### config.mk
export PLATFORM = sky130hd
export DESIGN_NAME = accel_loader
export DESIGN_NICKNAME = d
export VERILOG_FILES = /design/src/rtl/accel_loader.sv
export SDC_FILE = /design/constraint.sdc
export NUM_CORES = 1
export LEC_CHECK = 0
export ABC_AREA = 1
export ABC_CLOCK_PERIOD_IN_PS = 5100
export CORE_MARGIN = 3
export CORE_UTILIZATION = 30
export DETAILED_ROUTE_END_ITERATION = 10
export PLACE_DENSITY_LB_ADDON = 0.3
export SETUP_SLACK_MARGIN = 0.15
export SYNTH_ARGS = -nofsm -noshare
export SYNTH_HDL_FRONTEND = slang
export SYNTH_SLANG_ARGS = --single-unit
### constraint.sdc
create_clock -name clk -period 5.1 [get_ports clk]
set_clock_uncertainty 0.2 [all_clocks]
set_input_delay 1.02 -clock clk [delete_from_list [all_inputs] [get_ports clk]]
set_output_delay 1.02 -clock clk [all_outputs]
set_load 0.05 [all_outputs]
### src/rtl/accel_loader.sv
// Byte-stream loader: packs upstream bytes into 64-bit picture/weight words, launches
// the accelerator once per image and returns its label. Optional WAIT watchdog: ACCEL_LOADER_TIMEOUT_EN.
module accel_loader #(
  parameter int PIC_WORDS      = 98,
  parameter int WGT_WORDS      = 128,
  parameter int TIMEOUT_CYCLES = 65535
) (
  input  logic        clk,
  input  logic        rst,
  input  logic        s_valid,
  output logic        s_ready,
  input  logic [7:0]  s_data,
  input  logic        s_sel,
  output logic        pic_we,
  output logic [6:0]  pic_addr,
  output logic [63:0] pic_data,
  output logic        wgt_we,
  output logic [6:0]  wgt_addr,
  output logic [63:0] wgt_data,
  output logic        acc_start,
  input  logic        acc_busy,
  input  logic        acc_done,
  input  logic [3:0]  acc_label,
  output logic [3:0]  label_out,
  output logic        label_valid,
  input  logic        label_ready,
  output logic        sel_err
);

  typedef enum logic [1:0] {
    IDLE   = 2'd0,
    START  = 2'd1,
    WAIT   = 2'd2,
    RESULT = 2'd3
  } state_t;

  state_t      state_q;
  logic        s_ready_q;
  logic [2:0]  byte_cnt_q;
  logic        sel_q;
  logic [63:0] word_q;
  logic [6:0]  pic_cnt_q;
  logic [6:0]  wgt_cnt_q;
  logic        last_q;
  logic        pic_we_q;
  logic [6:0]  pic_addr_q;
  logic [63:0] pic_data_q;
  logic        wgt_we_q;
  logic [6:0]  wgt_addr_q;
  logic [63:0] wgt_data_q;
  logic        acc_start_q;
  logic [3:0]  label_q;
  logic        label_valid_q;
  logic        sel_err_q;

`ifdef ACCEL_LOADER_TIMEOUT_EN
  localparam int TW = (TIMEOUT_CYCLES > 1) ? $clog2(TIMEOUT_CYCLES) : 1;
  logic [TW-1:0] tmo_q;
`endif

  logic        accept_d;
  logic        mismatch_d;
  logic [2:0]  slot_d;
  logic        full_d;
  logic        sel_d;
  logic [63:0] word_d;
  logic [6:0]  wgt_cnt_d;

  // A mismatching byte restarts the word in slot 0; stale upper bytes are always overwritten.
  always_comb begin
    accept_d   = s_valid & s_ready_q;
    mismatch_d = accept_d && (byte_cnt_q != 3'd0) && (s_sel != sel_q);
    slot_d     = mismatch_d ? 3'd0 : byte_cnt_q;
    full_d     = accept_d && (slot_d == 3'd7);
    if (byte_cnt_q == 3'd0 || mismatch_d) begin
      sel_d = s_sel;
    end else begin
      sel_d = sel_q;
    end
    word_d = word_q;
    word_d[{slot_d, 3'b000} +: 8] = s_data;
    if (wgt_cnt_q == 7'(WGT_WORDS - 1)) begin
      wgt_cnt_d = 7'd0;
    end else begin
      wgt_cnt_d = wgt_cnt_q + 7'd1;
    end
  end

  // Control FSM together with the packing datapath and all registered outputs.
  always_ff @(posedge clk) begin
    if (rst) begin
      state_q       <= IDLE;
      s_ready_q     <= 1'b1;
      byte_cnt_q    <= 3'd0;
      sel_q         <= 1'b0;
      word_q        <= 64'd0;
      pic_cnt_q     <= 7'd0;
      wgt_cnt_q     <= 7'd0;
      last_q        <= 1'b0;
      pic_we_q      <= 1'b0;
      pic_addr_q    <= 7'd0;
      pic_data_q    <= 64'd0;
      wgt_we_q      <= 1'b0;
      wgt_addr_q    <= 7'd0;
      wgt_data_q    <= 64'd0;
      acc_start_q   <= 1'b0;
      label_q       <= 4'd0;
      label_valid_q <= 1'b0;
      sel_err_q     <= 1'b0;
`ifdef ACCEL_LOADER_TIMEOUT_EN
      tmo_q         <= '0;
`endif
    end else begin
      pic_we_q    <= 1'b0;
      wgt_we_q    <= 1'b0;
      sel_err_q   <= 1'b0;
      acc_start_q <= 1'b0;
      last_q      <= 1'b0;
      case (state_q)
        IDLE: begin
          label_valid_q <= 1'b0;
          if (last_q) begin
            state_q <= START;
          end
          if (accept_d) begin
            word_q     <= word_d;
            sel_q      <= sel_d;
            sel_err_q  <= mismatch_d;
            byte_cnt_q <= full_d ? 3'd0 : slot_d + 3'd1;
          end
          if (full_d) begin
            if (sel_d) begin
              wgt_we_q   <= 1'b1;
              wgt_addr_q <= wgt_cnt_q;
              wgt_data_q <= word_d;
              wgt_cnt_q  <= wgt_cnt_d;
            end else begin
              pic_we_q   <= 1'b1;
              pic_addr_q <= pic_cnt_q;
              pic_data_q <= word_d;
              pic_cnt_q  <= pic_cnt_q + 7'd1;
              // Final picture word: stop accepting now, launch once the write is out.
              if (pic_cnt_q == 7'(PIC_WORDS - 1)) begin
                last_q    <= 1'b1;
                s_ready_q <= 1'b0;
              end
            end
          end
        end
        START: begin
          if (!acc_busy) begin
            acc_start_q <= 1'b1;
            state_q     <= WAIT;
`ifdef ACCEL_LOADER_TIMEOUT_EN
            tmo_q       <= '0;
`endif
          end
        end
        WAIT: begin
          if (acc_done) begin
            label_q       <= acc_label;
            label_valid_q <= 1'b1;
            state_q       <= RESULT;
          end
`ifdef ACCEL_LOADER_TIMEOUT_EN
          else if (tmo_q == TW'(TIMEOUT_CYCLES - 1)) begin
            label_q       <= 4'hF;
            label_valid_q <= 1'b1;
            pic_cnt_q     <= 7'd0;
            s_ready_q     <= 1'b1;
            state_q       <= IDLE;
          end else begin
            tmo_q <= tmo_q + TW'(1);
          end
`endif
        end
        RESULT: begin
          if (label_valid_q && label_ready) begin
            label_valid_q <= 1'b0;
            pic_cnt_q     <= 7'd0;
            s_ready_q     <= 1'b1;
            state_q       <= IDLE;
          end
        end
        default: begin
          state_q   <= IDLE;
          s_ready_q <= 1'b1;
        end
      endcase
    end
  end

  assign s_ready     = s_ready_q;
  assign pic_we      = pic_we_q;
  assign pic_addr    = pic_addr_q;
  assign pic_data    = pic_data_q;
  assign wgt_we      = wgt_we_q;
  assign wgt_addr    = wgt_addr_q;
  assign wgt_data    = wgt_data_q;
  assign acc_start   = acc_start_q;
  assign label_out   = label_q;
  assign label_valid = label_valid_q;
  assign sel_err     = sel_err_q;

endmodule
Word-level counts from Yosys, hierarchy flattened:

Cells that the tools add are included.

* bits in registers: 237
* input bits: 19
* output and inout bits: 152
* logic and storage cells: 92

* add/sub/neg operators: 4
* eq/ne operators: 14
* shifts and indexed selects: 2
* muxes and demuxes: 26
* bitwise logic cells: 6
* reductions and logical operators: 22

Operators with widths (number)
* 64-bit bitwise mux: 1
* 8-bit by 8-bit variable shift with 64-bit output (first input constant): 1
* 8-bit by 8-bit indexed part select with 64-bit output: 1
* 7-bit 2-to-1 mux: 4
* 7-bit by 1-bit adder with 7-bit output (second input constant): 2
* 7-bit == test (second input constant): 2
* 2-bit inequality test (second input constant): 7
* 7-bit one-hot mux with 2 select lines: 1
* 1-bit 2-to-1 mux: 11
* 3-bit AND reduction: 3
* 2-bit 2-to-1 mux: 4
* 6-bit negator with 8-bit output: 1
* 2-bit one-hot mux with 4 select lines: 1
* 4-bit AND reduction: 2
* 3-bit 2-to-1 mux: 2
* 3-bit nonzero test: 2
* 3-bit OR reduction: 2
* 1-bit inverter: 5
* 5-bit AND reduction: 1
* 2-bit == test (second input constant): 2
* 1-bit logical AND: 4
* 2-bit AND reduction: 2
* 4-bit OR reduction: 1
* 3-bit by 1-bit adder with 3-bit output (second input constant): 1
* 11 further kinds: 11

Longest topological paths before layout:

* depth after elaboration: 8
* depth in mapped cells: 18
* depth with buffers taken out: 16

Worst setup path before layout:

OpenSTA, ideal clock, no wires.

* path kind: input -> register
* from: input port s_valid
* to: register word_q[39]
* setup time: 0.109 ns
* arrival: 3.264 ns
* data required time: 4.791 ns
* setup slack: 1.527 ns
* stages on the path: 14
* path buffers: 1
* path through: nand2_1 -> inv_1 -> nand3_1 -> buf_1 -> nand2_1 -> ha_1 -> ha_1 -> inv_2 -> nor3_4 -> nand4_2 -> nand2_1 -> nand3_1 -> nand2_1 -> inv_1

* longest elaborated chain between the ends: 7
* elaborated cells between the ends (all ways): 9
* those cells by class: 1 x add/sub; 2 x shift; 2 x mux; 1 x bitwise; 3 x reduce/logical

RTL lines
* start: declaration: line 10 `input logic s_valid,`
* 1-bit bitwise AND *: line 71 `accept_d = s_valid & s_ready_q;`
* 1-bit logical AND (2 in series): line 72 `mismatch_d = accept_d && (byte_cnt_q != 3'd0) && (s_sel != sel_q);`
* 3-bit 2-to-1 mux: line 73 `slot_d = mismatch_d ? 3'd0 : byte_cnt_q;`
* 6-bit negator with 8-bit output: line 81 `word_d[{slot_d, 3'b000} +: 8] = s_data;`
* 8-bit by 8-bit indexed part select with 64-bit output / 8-bit by 8-bit variable shift with 64-bit output (equally long branches): line 81
* 64-bit bitwise mux: line 81
* end signal: assignment: line 126 `word_q <= word_d;`
* end: declaration: line 41 `logic [63:0] word_q;`

Every way passes the cells marked *; elsewhere a longest branch is shown, timed or not.
A chain may end at the register's enable or synchronous reset.

Worst setup path after layout:

* from: input port s_valid
* to: register word_q[33]

The elaborated chain is that of the path after synthesis.

==> run_results.csv <==
group,metric,value,unit
pwr,combinationalPowerShare,24.0,%
critical_path,critical_path_fanout_max,21,
drt,firstDrtPassIters,7,
yosys,combinational_family_with_the_most_area_after_synthesis,"simple AND/OR/NAND/NOR gates",
clocking,hold_buffers_post_cts,0,
yosys,synthXorXnorAreaFrac,0.4263,%
sta,report.final.slew_viol_count,0,
layout,nFillCells,3518,
critical_path,max_stage_delay,0.42,ns
die,die_height,191.0,µm
clocking,tritoncts,"done",
critical_path,worstReg2RegStart,"byte_cnt_q[0]",
placement,numPortBuffers,170,
die,floorplan.die.width,191.0,µm
global_route,grt_remaining_overflow,0,
die,num_rows,67,
global_route,global_route.usage.total,15.98,%
critical_path,reg2reg_depth,15,
pwr,power_leakage,5.789,nW
job,max_cap_violations,0,
yosys,mux_cell_area_share_after_synthesis,0,%
critical_path,crit_path_cell_trace,"clkdlybuf4s50_1, nand2_1, inv_1, nand3_1, buf_4, nand2_1, ha_1, ha_1, inv_2, nor3_4, nand4_2, nand2_1, nand3_1, nand2_1, inv_1",
worst_hold_path,worstHoldPathType,"reg2reg",
drt,wl_per_cell,14.62,µm
drt,postRouteWirelength,30190,µm
yosys,ys.flop_type,"sky130_fd_sc_hd__dfxtp_1",
placement,place.gp.congestion,0.8715,
drt,drcViolationCount,0,
clocking,clock-sinks,237,
layout,layout_commonest_cell,"sky130_fd_sc_hd__nand2_1",
global_route,grt_max_degree,126,
clocking,cts_buffers,29,
clocking,post-cts-setup-buffer-count,0,
critical_path,critPathCapture,"word_q[33]",
clocking,clock_tree.root_cell,"sky130_fd_sc_hd__clkbuf_16",
yosys,synthesis.instances,1468,
global_route,grt_pass1_vias,8528,
pwr,power.internal,3.671,mW
placement,preCtsSetupSlack,0.6648,ns
yosys,synth-seq-area-share,46.19,%
drt,ant_nets,0,
critical_path,startpoint_of_the_worst_setup_timing_path,"s_valid",
sta,layout_setup_ws,1.215,ns
die,initial_utilization,30.56,%
drt,viasPerCell,4.586,
pwr,cellPowerDensity,414.9,nW/µm²
layout,antenna_cells,0,
placement,dp.final_hpwl,20670,µm
pwr,peakVddDrop,0.2879,mV
yosys,synth-adder-area-share,1.949,%
sta,timing.slew.headroom,23.37,%
sta,worst_slew_pin_slew,1.149,ns
yosys,synth.lib_cells_used.distinct,29,
die,io_pins,171,
yosys,synth_edf_count,0,
yosys,synth.avg_cell_area,6.998,µm²
critical_path,crit_arrival,4.12,ns
sta,final.min_clock_period,3.885,ns
pwr,p_sw,1.846,mW
global_route,grt_first_pass_wirelength,47340,µm
die,die_area,36500,µm²
critical_path,worstPathRequired,5.34,ns
critical_path,crit_path_frequent_cell,"sky130_fd_sc_hd__nand2_1",
sta,fin_tns_setup,0,ns
clocking,worst_skew_pair.late_latency,0.54,ns
critical_path,worstSetupStartpointType,"input pin",
clocking,cts.path.max_buffers,3,
run_status,outcome,"completed",
sta,finalSetupViolations,0,
sta,timing.final.hold_violations,0,
layout,most-common-layout-cells,"sky130_fd_sc_hd__nand2_1, sky130_fd_sc_hd__dfxtp_1, sky130_fd_sc_hd__inv_1",
yosys,synth-simple-area-share,24.04,%
critical_path,end_of_the_worst_register_to_register_path,"word_q[33]",
sta,unrepaired_setup_endpoints_after_global_routing,"no",
sta,timing.final.crit_share,76.17,%
critical_path,setup.worst_path.end_class,"flip-flop",
clocking,cts-resized-gates,0,
yosys,synthArstFlopShare,0,%
pwr,share_seq_of_total_power,38.7,%
layout,net_count_final,1632,
yosys,ys_seq_elements,237,
die,core_region_area,33620,µm²
pwr,switching_share,33.45,%
pwr,clock_power_share,37.3,%
global_route,antenna_found_initial,0,
drt,dr.first_iter.drc_count,528,
critical_path,crit_path_top_delay_cell,"sky130_fd_sc_hd__ha_1",
yosys,synthesis.yosys.warnings,0,
yosys,mappedNetlistNets,1503,
layout,utilization,39.56,%
sta,hold_ws,0.2798,ns
pwr,p_total,5.517,mW
yosys,post_synth_instance_area,10270,µm²
critical_path,timing.setup.critical_path_class,"in2reg",
clocking,clkTransAtPathRegs,0.05,ns
sta,maxClockFrequency,257.4,MHz
clocking,cts_htree_levels,1,
drt,via_count,9471,
layout,layout_area_overhead,29.45,%
yosys,compound_cell_area_share_of_the_yosys_netlist,16.74,%
critical_path,r2r_setup_slack,1.48,ns
layout,fraction_of_final_layout_cells_with_drive_strength_greater_than_1,4.515,%
==> cells by family after synthesis <==
logic type                 Yosys count
and+or+nand+nor                    601
AOI/OAI and AO/OA                  329
xor gates and xnor gates             5
adders and majority gates           16
DFF                                237
buffers and inverters              280
==> final cells by class <==
cell class | count | area [µm²] | share of cell area [%]
Clock buffer | 42 | 824.5 | 6.201
Clock inverter | 9 | 128.9 | 0.9691
Multi-Input combinational cell | 951 | 4456 | 33.51
Timing Repair Buffer | 183 | 1849 | 13.91
Sequential cell | 237 | 4745 | 35.68
Inverter | 195 | 734.5 | 5.523
Tap cell | 448 | 560.5 | 4.215
==> power groups by stage <==
stage	sequential (mW)	combinational (mW)	clock, mW
2_1_floorplan	2.17	0.996	0
3_3_place_gp	2.16	1.30	0
3_5_place_dp	2.17	1.33	0
4_1_cts	2.13	1.33	2.11
5_1_grt	2.15	1.52	2.20
6_report	2.13	1.33	2.06
==> critical path: cells and delay by family <==
kind                       cells  cell delay (ns)
and+or+nand+nor                8             1.49
buffers and inverters          5             0.95
adders and majority gates      2             0.66
==> metal layers <==
metal	vias to the layer above	part of all wire, %	GRT usage [%]	routed length [µm]
met3	56	5.4	2.531	1635
met2	227	43	24.21	12970
met4	0	2.4	4.431	735
met5	-	0	0	0
met1	4274	49	23.45	14850
li1	4914	-	-	-
==> cell usage after synthesis (4+ instances only) <==
| master | n | area share (%) |
|---|---|---|
| sky130_fd_sc_hd__nand2_1 | 415 | 15 |
| sky130_fd_sc_hd__xor2_1 | 4 | 0.34 |
| sky130_fd_sc_hd__buf_4 | 5 | 0.37 |
| sky130_fd_sc_hd__inv_1 | 193 | 7.1 |
| sky130_fd_sc_hd__nor3_1 | 13 | 0.63 |
| sky130_fd_sc_hd__buf_2 | 20 | 0.97 |
| sky130_fd_sc_hd__ha_1 | 16 | 1.9 |
| sky130_fd_sc_hd__o21a_1 | 24 | 1.8 |
| sky130_fd_sc_hd__nor2_1 | 73 | 2.7 |
| sky130_fd_sc_hd__nand4_1 | 26 | 1.6 |
| sky130_fd_sc_hd__dfxtp_1 | 237 | 46 |
| sky130_fd_sc_hd__nand3_1 | 60 | 2.9 |
| sky130_fd_sc_hd__o21ai_0 | 116 | 5.7 |
| sky130_fd_sc_hd__nor2_2 | 5 | 0.30 |
| sky130_fd_sc_hd__clkbuf_1 | 58 | 2.1 |
| sky130_fd_sc_hd__a21oi_1 | 185 | 9.0 |
==> registers in the layout (all words and copies together) (netlist names) <==
| name | count |
|---|---|
| pic_data | 64 |
| wgt_data | 64 |
| word_q | 64 |
| pic_addr | 7 |
| pic_cnt_q | 7 |
| wgt_addr | 7 |
| wgt_cnt_q | 7 |
| label_out | 4 |
| byte_cnt_q | 3 |
| state_q | 2 |
| acc_start | 1 |
| label_valid | 1 |
| last_q | 1 |
| pic_we | 1 |
| s_ready | 1 |
| sel_err | 1 |
| sel_q | 1 |
| wgt_we | 1 |
==> worst min-delay path by stage <==
| stage | start | to | slack, ns | cells after the start |
|---|---|---|---|---|
| after global routing | pic_cnt_q[4] | pic_cnt_q[4] | 0.30 | 2 |
| after CTS | pic_cnt_q[4] | pic_cnt_q[4] | 0.28 | 2 |
| after detailed placement | wgt_addr[0] | wgt_addr[0] | 0.28 | 2 |
| after global placement | label_out[3] | label_out[3] | 0.27 | 2 |
| after floorplan | pic_cnt_q[4] | pic_cnt_q[4] | 0.25 | 2 |
| final | wgt_addr[0] | wgt_addr[0] | 0.28 | 2 |
==> stage by stage <==
step | std cells | instance area (µm²)
final | 2065 | 13300
after global routing | 2065 | 13300
after CTS | 2065 | 13300
after detailed placement | 2014 | 12340
after global placement | 2014 | 12340
after floorplan | 1468 | 10270
Power figures use the tool's default switching activity.
